===== config.mk =====
export PLATFORM = sky130hd
export DESIGN_NAME = priority_encoder_n
export DESIGN_NICKNAME = d
export VERILOG_FILES = /design/src/rtl/priority_encoder_n.sv
export SDC_FILE = /design/constraint.sdc
export NUM_CORES = 1
export LEC_CHECK = 0
export CAP_MARGIN = 20
export CORE_UTILIZATION = 40
export CTS_CLUSTER_SIZE = 16
export DETAILED_ROUTE_END_ITERATION = 10
export GPL_TIMING_DRIVEN = 0
export PLACE_DENSITY = 0.76
export SLEW_MARGIN = 20
export SYNTH_ARGS = -nofsm -noshare
export SYNTH_HDL_FRONTEND = slang
export SYNTH_SLANG_ARGS = --single-unit

===== constraint.sdc =====
create_clock -name clock -period 2.2 [get_ports clock]
set_input_delay 0.44 -clock clock [delete_from_list [all_inputs] [get_ports clock]]
set_output_delay 0.44 -clock clock [all_outputs]
set_load 0.005 [all_outputs]

===== src/rtl/priority_encoder_n.sv =====
// Registered N-to-W priority encoder with a one-stage valid/ready output register.
// Fixed priority (lowest index wins) or round-robin grant, plus empty and multi-hot flags.
module priority_encoder_n #(
  parameter int unsigned N       = 32,
  parameter int unsigned W       = 5,
  parameter int unsigned RR_MODE = 0
) (
  input  logic         clock,
  input  logic         clear,
  input  logic         in_valid,
  output logic         in_ready,
  input  logic [N-1:0] data,
  output logic         out_valid,
  input  logic         out_ready,
  output logic [W-1:0] code,
  output logic         none,
  output logic         multi
);

  logic         out_valid_q, out_valid_d;
  logic [W-1:0] code_q, code_d;
  logic         none_q, none_d;
  logic         multi_q, multi_d;
  logic [W-1:0] ptr_q, ptr_d;

  logic         accept;
  logic [N-1:0] mask_hi;
  logic [N-1:0] masked;
  logic [W-1:0] grant;
  logic [W-1:0] ptr_next;
  logic         none_c;
  logic         multi_c;

  function automatic logic [W-1:0] lowest_set(input logic [N-1:0] v);
    logic [W-1:0] idx;
    idx = '0;
    for (int i = int'(N) - 1; i >= 0; i--) begin
      if (v[i]) idx = W'(i);
    end
    return idx;
  endfunction

  assign in_ready = !out_valid_q || out_ready;
  assign accept   = in_valid && in_ready;

  // Round-robin searches [ptr, N-1] first and falls back to the whole vector, which is
  // the same grant as a search over the doubled vector starting at ptr.
  always_comb begin
    mask_hi = '0;
    for (int i = 0; i < int'(N); i++) begin
      mask_hi[i] = (RR_MODE != 0) && (i >= int'(ptr_q));
    end
  end

  assign masked  = data & mask_hi;
  assign grant   = (|masked) ? lowest_set(masked) : lowest_set(data);
  assign none_c  = ~|data;
  assign multi_c = |(data & (data - {{(N-1){1'b0}}, 1'b1}));

  // Wrap at N, not 2^W, so non-power-of-two widths never point past the last request.
  assign ptr_next = (grant == W'(N - 1)) ? '0 : grant + 1'b1;

  always_comb begin
    out_valid_d = out_valid_q;
    code_d      = code_q;
    none_d      = none_q;
    multi_d     = multi_q;
    ptr_d       = ptr_q;
    if (accept) begin
      out_valid_d = 1'b1;
      code_d      = grant;
      none_d      = none_c;
      multi_d     = multi_c;
      if ((RR_MODE != 0) && !none_c) ptr_d = ptr_next;
    end else if (out_ready) begin
      out_valid_d = 1'b0;
    end
  end

  always_ff @(posedge clock or posedge clear) begin
    if (clear) begin
      out_valid_q <= 1'b0;
      code_q      <= '0;
      none_q      <= 1'b0;
      multi_q     <= 1'b0;
      ptr_q       <= '0;
    end else begin
      out_valid_q <= out_valid_d;
      code_q      <= code_d;
      none_q      <= none_d;
      multi_q     <= multi_d;
      ptr_q       <= ptr_d;
    end
  end

  assign out_valid = out_valid_q;
  assign code      = code_q;
  assign none      = none_q;
  assign multi     = multi_q;

endmodule


==> impl_metrics.ini, run 1 <==
[finish]
area_growth_syn_to_layout_pct = 54.4
seq_area_um2 = 200
multi_input_gate_area_um2 = 831
drive_above_1_share = 0.243
nFillCells = 230
layout.nets = 240
finish.cell_count_without_fillers = 232
antenna_cells_inserted = 0
utilization = 0.658

[floorplanning]
rows = 18
floorplan.initialDensity = 0.426
die_width_um = 53.4
dieHeight_um = 53.4
i_o_pins = 45
coreArea_mm2 = 0.00248
die_area_mm2 = 0.00285

[setup_path]
worst-endpoint-arrival_ns = 2.98
critical-path-max-stage-delay_ns = 0.53
timing.critical_path.from_type = input port
worstReg2RegStart = out_valid
timing.setup.critical_path_class = in2reg
cp.required_ns = 2.34
setup.worst_path.start = data[10]
crit_path_top_delay_cell = sky130_fd_sc_hd__or4_4
endpoint_type_of_the_worst_setup_path = flop
critical_path_peak_fanout = 5
crit_path_cell_trace = buf_8, or4_4, buf_6, nor4_4, a31oi_1, nor4_2, o2111ai_1, or4_1, o32a_1

[status]
status = finished with violations
failed_checks = negative setup slack

[global_routing]
grt_pass1_wl_mm = 5.32
first_global_vias = 1183
antenna_found_initial = 0
gr-total-overflow = 0
gr-usage-all-layers = 0.260
maximum_number_of_pins_on_one_net_before_global_route_repair = 11

[logic_synthesis]
postSynthNetCount = 185
ys.flop_type = sky130_fd_sc_hd__dfrtp_1
netlist_top_cells_area = sky130_fd_sc_hd__dfrtp_1 19%, sky130_fd_sc_hd__nor2_1 6.4%, sky130_fd_sc_hd__a21oi_1 5.7%
yosysUniqueCellTypes = 45
ys_ff_latch = 8
yosys-top-cells-count = 18 x sky130_fd_sc_hd__nor2_1, 12 x sky130_fd_sc_hd__a21oi_1, 11 x sky130_fd_sc_hd__nand2_1
synth.cell_area_mm2 = 0.00106
postSynth.asyncResetShare = 1.00
yosysMostFrequentCell = sky130_fd_sc_hd__nor2_1
syn-mean-instance-area_um2 = 7.09
yosysWarnings = 0
synth_seq_area_share = 0.190
netlist.top_cell.by_area = sky130_fd_sc_hd__dfrtp_1
synth_top_area_frac = 0.190
synth_cells = 149
synth_enable_flop_cells = 0

[placed_design]
place_worst_setup_slack_ns = -1.47
gp_routability_congestion = 0.876
place.detailed.hpwl_mm = 2.48
port_buffers = 40
place_inst = 219

[timing]
worst_relative_slew_slack = 0.673
timing.final.setup_violations = 1
finalWorstSetupSlack_ns = -0.641
transition_time_at_the_pin_with_the_least_slew_margin_ns = 0.486
final_hold_viol_count = 0
final.setup_skew_ns = 0.00189
max_slew_vio_count = 0
max_freq_mhz = 352
portion_of_the_clock_cycle_consumed_by_the_worst_path_in_the_final_layout = 1.29
setup-tns-final_ns = -0.641
min_period_ns = 2.84
setup_repair_after_global_routing_missed_its_margin = yes

[power]
pwr_density_cell_mw_per_mm2 = 290
total_power_mw = 0.473
power.leakage_nw = 0.629
worst_ir_drop_vdd_uv = 275

[clocking]
ctsLongestPathBuffers = 2
clk-insertion-delay-late_ns = 0.25
clk_root_buffer_cell = sky130_fd_sc_hd__clkbuf_4
clock-sinks = 8
clock_tree.htree_level_count = 1
tritoncts.num_buffers = 3
tritoncts = yes
clk_transition_reported_paths_ns = 0.05

[detailed_routing]
first_pass_iters = 4
post_detailed_route_count_of_antenna_violating_nets = 0
routed_wl_mm = 3.40
dr.first_iter.drc_count = 42
route.detailed.drc = 0
num_vias = 1364
average_wire_per_cell_in_the_routed_design_um = 14.7
drt-vias-per-instance = 5.88

[flow_run]
cap_viol_max_count = 0

[worst_hold_path]
hold_path_class = in2async
## layer usage
metal  vias to the layer above  wire length (µm)  track usage
li1                        684                 -            -
met1                       622              1570        0.354
met2                        54              1610        0.390
met3                         4               196       0.0402
met4                         0                24        0.127
met5                         -                 0            0
## placed cells by master (no fill, tap or decap), types with 6 or more instances in the layout
master	netlist	routed
sky130_fd_sc_hd__a21oi_1	12	11
sky130_fd_sc_hd__buf_2	1	6
sky130_fd_sc_hd__buf_4	0	8
sky130_fd_sc_hd__buf_6	3	8
sky130_fd_sc_hd__clkdlybuf4s50_1	0	24
sky130_fd_sc_hd__dfrtp_1	8	8
sky130_fd_sc_hd__inv_1	8	8
sky130_fd_sc_hd__nand2_1	11	11
sky130_fd_sc_hd__nor2_1	18	18
sky130_fd_sc_hd__nor3_1	8	8
sky130_fd_sc_hd__o21ai_0	6	6
sky130_fd_sc_hd__o31ai_1	8	8
## final timing paths
check	endpoint	slack [ns]	depth (start not counted)
hold / removal	code[4]	0.43	2
hold reg to reg	code[2]	0.47	2
setup / recovery	multi	-0.64	9
setup reg to reg	multi	-0.02	7
max in group asynchronous	out_valid	1.54	2
min in group clock	code[0]	0.45	2
## what timing repair did
action,4_1_cts,5_1_grt
pin swaps,10,12
hold buffers,0,0
gates resized for setup,58,22
setup endpoints to repair,2,2
buffers inserted,6,5
## power breakdown
group | switching [mW] | internal [mW]
combinational | 0.102 | 0.102
clock | 0.0490 | 0.0624
sequential | 0.00380 | 0.154
total | 0.154 | 0.319
## through the flow
step                      hold slack [ns]  cell area (µm²)
final                               0.429             1630
after global routing                0.455             1630
after CTS                           0.442             1570
after detailed placement            0.465             1490
after global placement              0.461             1490
after floorplan                     0.256             1060
## area by class of cell
cell class,instances,share of cell area
multi-input combinational,126,0.510
timing repair buffer,51,0.289
sequential,8,0.123
buffer,6,0.0238
tap,30,0.0230
inverter,8,0.0184
clock buffer,3,0.0138
## logic make-up after synthesis
logic type / after synthesis / share of synthesized area
buf+inv: 15 / 0.0758
fa+ha+maj: 2 / 0.0190
simple gates: 70 / 0.373
compound gates: 54 / 0.342
flops: 8 / 0.190
## sequential cells by signal (all words and copies together) (netlist names)
register and cells:
code 5, multi 1, none 1, out_valid 1
## worst max-delay path, delay by kind of cell
family / cells / cell delay [ns]
and+or+nand+nor: 4 / 1.63
AOI/OAI and AO/OA: 3 / 0.65
buffers and inverters: 2 / 0.24
Note: power is estimated with default switching activity, not from simulation.
==> run 2: changes to the inputs <==
--- a/config.mk
+++ b/config.mk
@@ -5,13 +5,14 @@
 export SDC_FILE = /design/constraint.sdc
 export NUM_CORES = 1
 export LEC_CHECK = 0
-export CAP_MARGIN = 20
+export CAP_MARGIN = 15
 export CORE_UTILIZATION = 40
 export CTS_CLUSTER_SIZE = 16
 export DETAILED_ROUTE_END_ITERATION = 10
 export GPL_TIMING_DRIVEN = 0
 export PLACE_DENSITY = 0.76
-export SLEW_MARGIN = 20
+export REMOVE_ABC_BUFFERS = 1
+export SLEW_MARGIN = 0
 export SYNTH_ARGS = -nofsm -noshare
 export SYNTH_HDL_FRONTEND = slang
 export SYNTH_SLANG_ARGS = --single-unit
==> impl_metrics.ini, run 2 (same netlist as run 1, synthesis figures left out) <==
[status]
failed_checks = negative setup slack
status = finished with violations

[finish]
layout.nets = 234
largest_reg_flops = 5
mostFrequentLayoutCell = sky130_fd_sc_hd__clkdlybuf4s50_1
drive_above_1_share = 0.214
layout.cells.most_common_list = 26 x sky130_fd_sc_hd__clkdlybuf4s50_1, 18 x sky130_fd_sc_hd__nor2_1, 12 x sky130_fd_sc_hd__a21oi_1, 11 x sky130_fd_sc_hd__nand2_1
nFillCells = 249
antenna_cells_inserted = 0
area_growth_syn_to_layout_pct = 51.5

[clocking]
tritoncts.num_buffers = 3
clock-sinks = 8
ctsLongestPathBuffers = 2
clock_tree.htree_level_count = 1
clk_root_buffer_cell = sky130_fd_sc_hd__clkbuf_4
clk_transition_reported_paths_ns = 0.05
clk-insertion-delay-late_ns = 0.25
tritoncts = yes

[global_routing]
gr-total-overflow = 0
maximum_number_of_pins_on_one_net_before_global_route_repair = 13
grt_pass1_wl_mm = 5.40
gr-usage-all-layers = 0.260
use_met1 = 0.324
antenna_found_initial = 0
groute.layer.met3.usage = 0.0201
first_global_vias = 1244
busiest_layer = met2
use_met2 = 0.442

[floorplanning]
rows = 18
coreArea_mm2 = 0.00248
floorplan.initialDensity = 0.426
die_area_mm2 = 0.00285
i_o_pins = 45
die_width_um = 53.4
dieHeight_um = 53.4

[worst_hold_path]
hold_path_class = in2async

[setup_path]
crit_path_top_delay_cell = sky130_fd_sc_hd__or4_1
rr_worst_depth = 7
worst-endpoint-arrival_ns = 3.07
cp.required_ns = 2.34
setup.reg_to_reg.worst_slack_ns = -0.05
endpoint_type_of_the_worst_setup_path = flop
timing.critical_path.from_type = input port
timing.setup.critical_path_class = in2reg
critical_path_peak_fanout = 8
timing.rr.end = multi
critical-path-max-stage-delay_ns = 0.52
worstReg2RegStart = out_valid
crit_path_cell_trace = dlygate4sd2_1, or4_4, buf_4, nor4_4, a31oi_2, nor4_2, o2111ai_1, or4_1, o32a_1

[timing]
timing.final.setup_violations = 1
portion_of_the_clock_cycle_consumed_by_the_worst_path_in_the_final_layout = 1.33
hold_ws_ns = 0.429
worst_relative_slew_slack = 0.666
max_freq_mhz = 341
max_slew_vio_count = 0
final.setup_skew_ns = 0.000255
finalWorstSetupSlack_ns = -0.731
setup_repair_after_global_routing_missed_its_margin = yes
transition_time_at_the_pin_with_the_least_slew_margin_ns = 0.497
final_hold_viol_count = 0
min_period_ns = 2.93

[power]
pwr_density_cell_mw_per_mm2 = 291
worst_ir_drop_vdd_uv = 237
power.leakage_nw = 0.606

[detailed_routing]
dr.first_iter.drc_count = 44
num_vias = 1355
routed_wl_mm = 3.31
route.detailed.drc = 0
post_detailed_route_count_of_antenna_violating_nets = 0
first_pass_iters = 4
drt-vias-per-instance = 6.00
average_wire_per_cell_in_the_routed_design_um = 14.6

[placed_design]
place_worst_setup_slack_ns = -1.50
gp_routability_congestion = 0.900
port_buffers = 44
place.detailed.hpwl_mm = 2.50

[flow_run]
cap_viol_max_count = 0
## run 2: critical path, delay by kind of cell
| family | cells | cell delay (ns) |
|---|---|---|
| AOI/OAI and AO/OA | 3 | 0.65 |
| buffers and inverters | 2 | 0.49 |
| and+or+nand+nor | 4 | 1.49 |
## run 2: worst max path at each step
stage	start	endpoint
after floorplan	data[11]	multi
after global placement	data[11]	multi
after detailed placement	data[11]	multi
after CTS	data[8]	multi
after global routing	data[8]	multi
final	data[8]	multi
## run 2: final cells by class
type                            count  area, µm²  share of cell area
Timing Repair Buffer               51        475               0.297
Tap cell                           30       37.5              0.0235
Multi-Input combinational cell    126        835               0.522
Sequential cell                     8        200               0.125
Clock buffer                        3       22.5              0.0141
Inverter                            8       30.0              0.0188
## run 2: per-stage QoR
stage	util	area [µm²]	instances	setup TNS, ns	power (mW)
2_1_floorplan	-	1010	142	-0.607	0.225
6_report	0.646	1600	226	-0.731	0.466
4_1_cts	0.643	1590	226	-0.624	0.468
5_1_grt	0.646	1600	226	-0.808	0.505
3_3_place_gp	0.599	1480	216	-2.14	0.347
3_5_place_dp	0.599	1480	216	-2.25	0.352
## run 2: where the power goes
part	switching [mW]	leakage [nW]	total, mW	internal (mW)
combinational	0.100	0.491	0.198	0.0974
clock	0.0485	0.0138	0.111	0.0623
sequential	0.00334	0.101	0.157	0.154
## run 2: repair_timing
item	in CTS	in global routing
hold buffers	0	0
endpoints found under the setup margin	2	1
gates resized for setup	64	1
buffers inserted	7	0
pin swaps	11	0
## run 2: metal layers
layer	vias up	part of all wire	wire (µm)
li1	674	-	-
met1	620	0.42	1400
met4	0	0.015	51
met3	6	0.059	196
met2	55	0.50	1670
met5	-	0	0
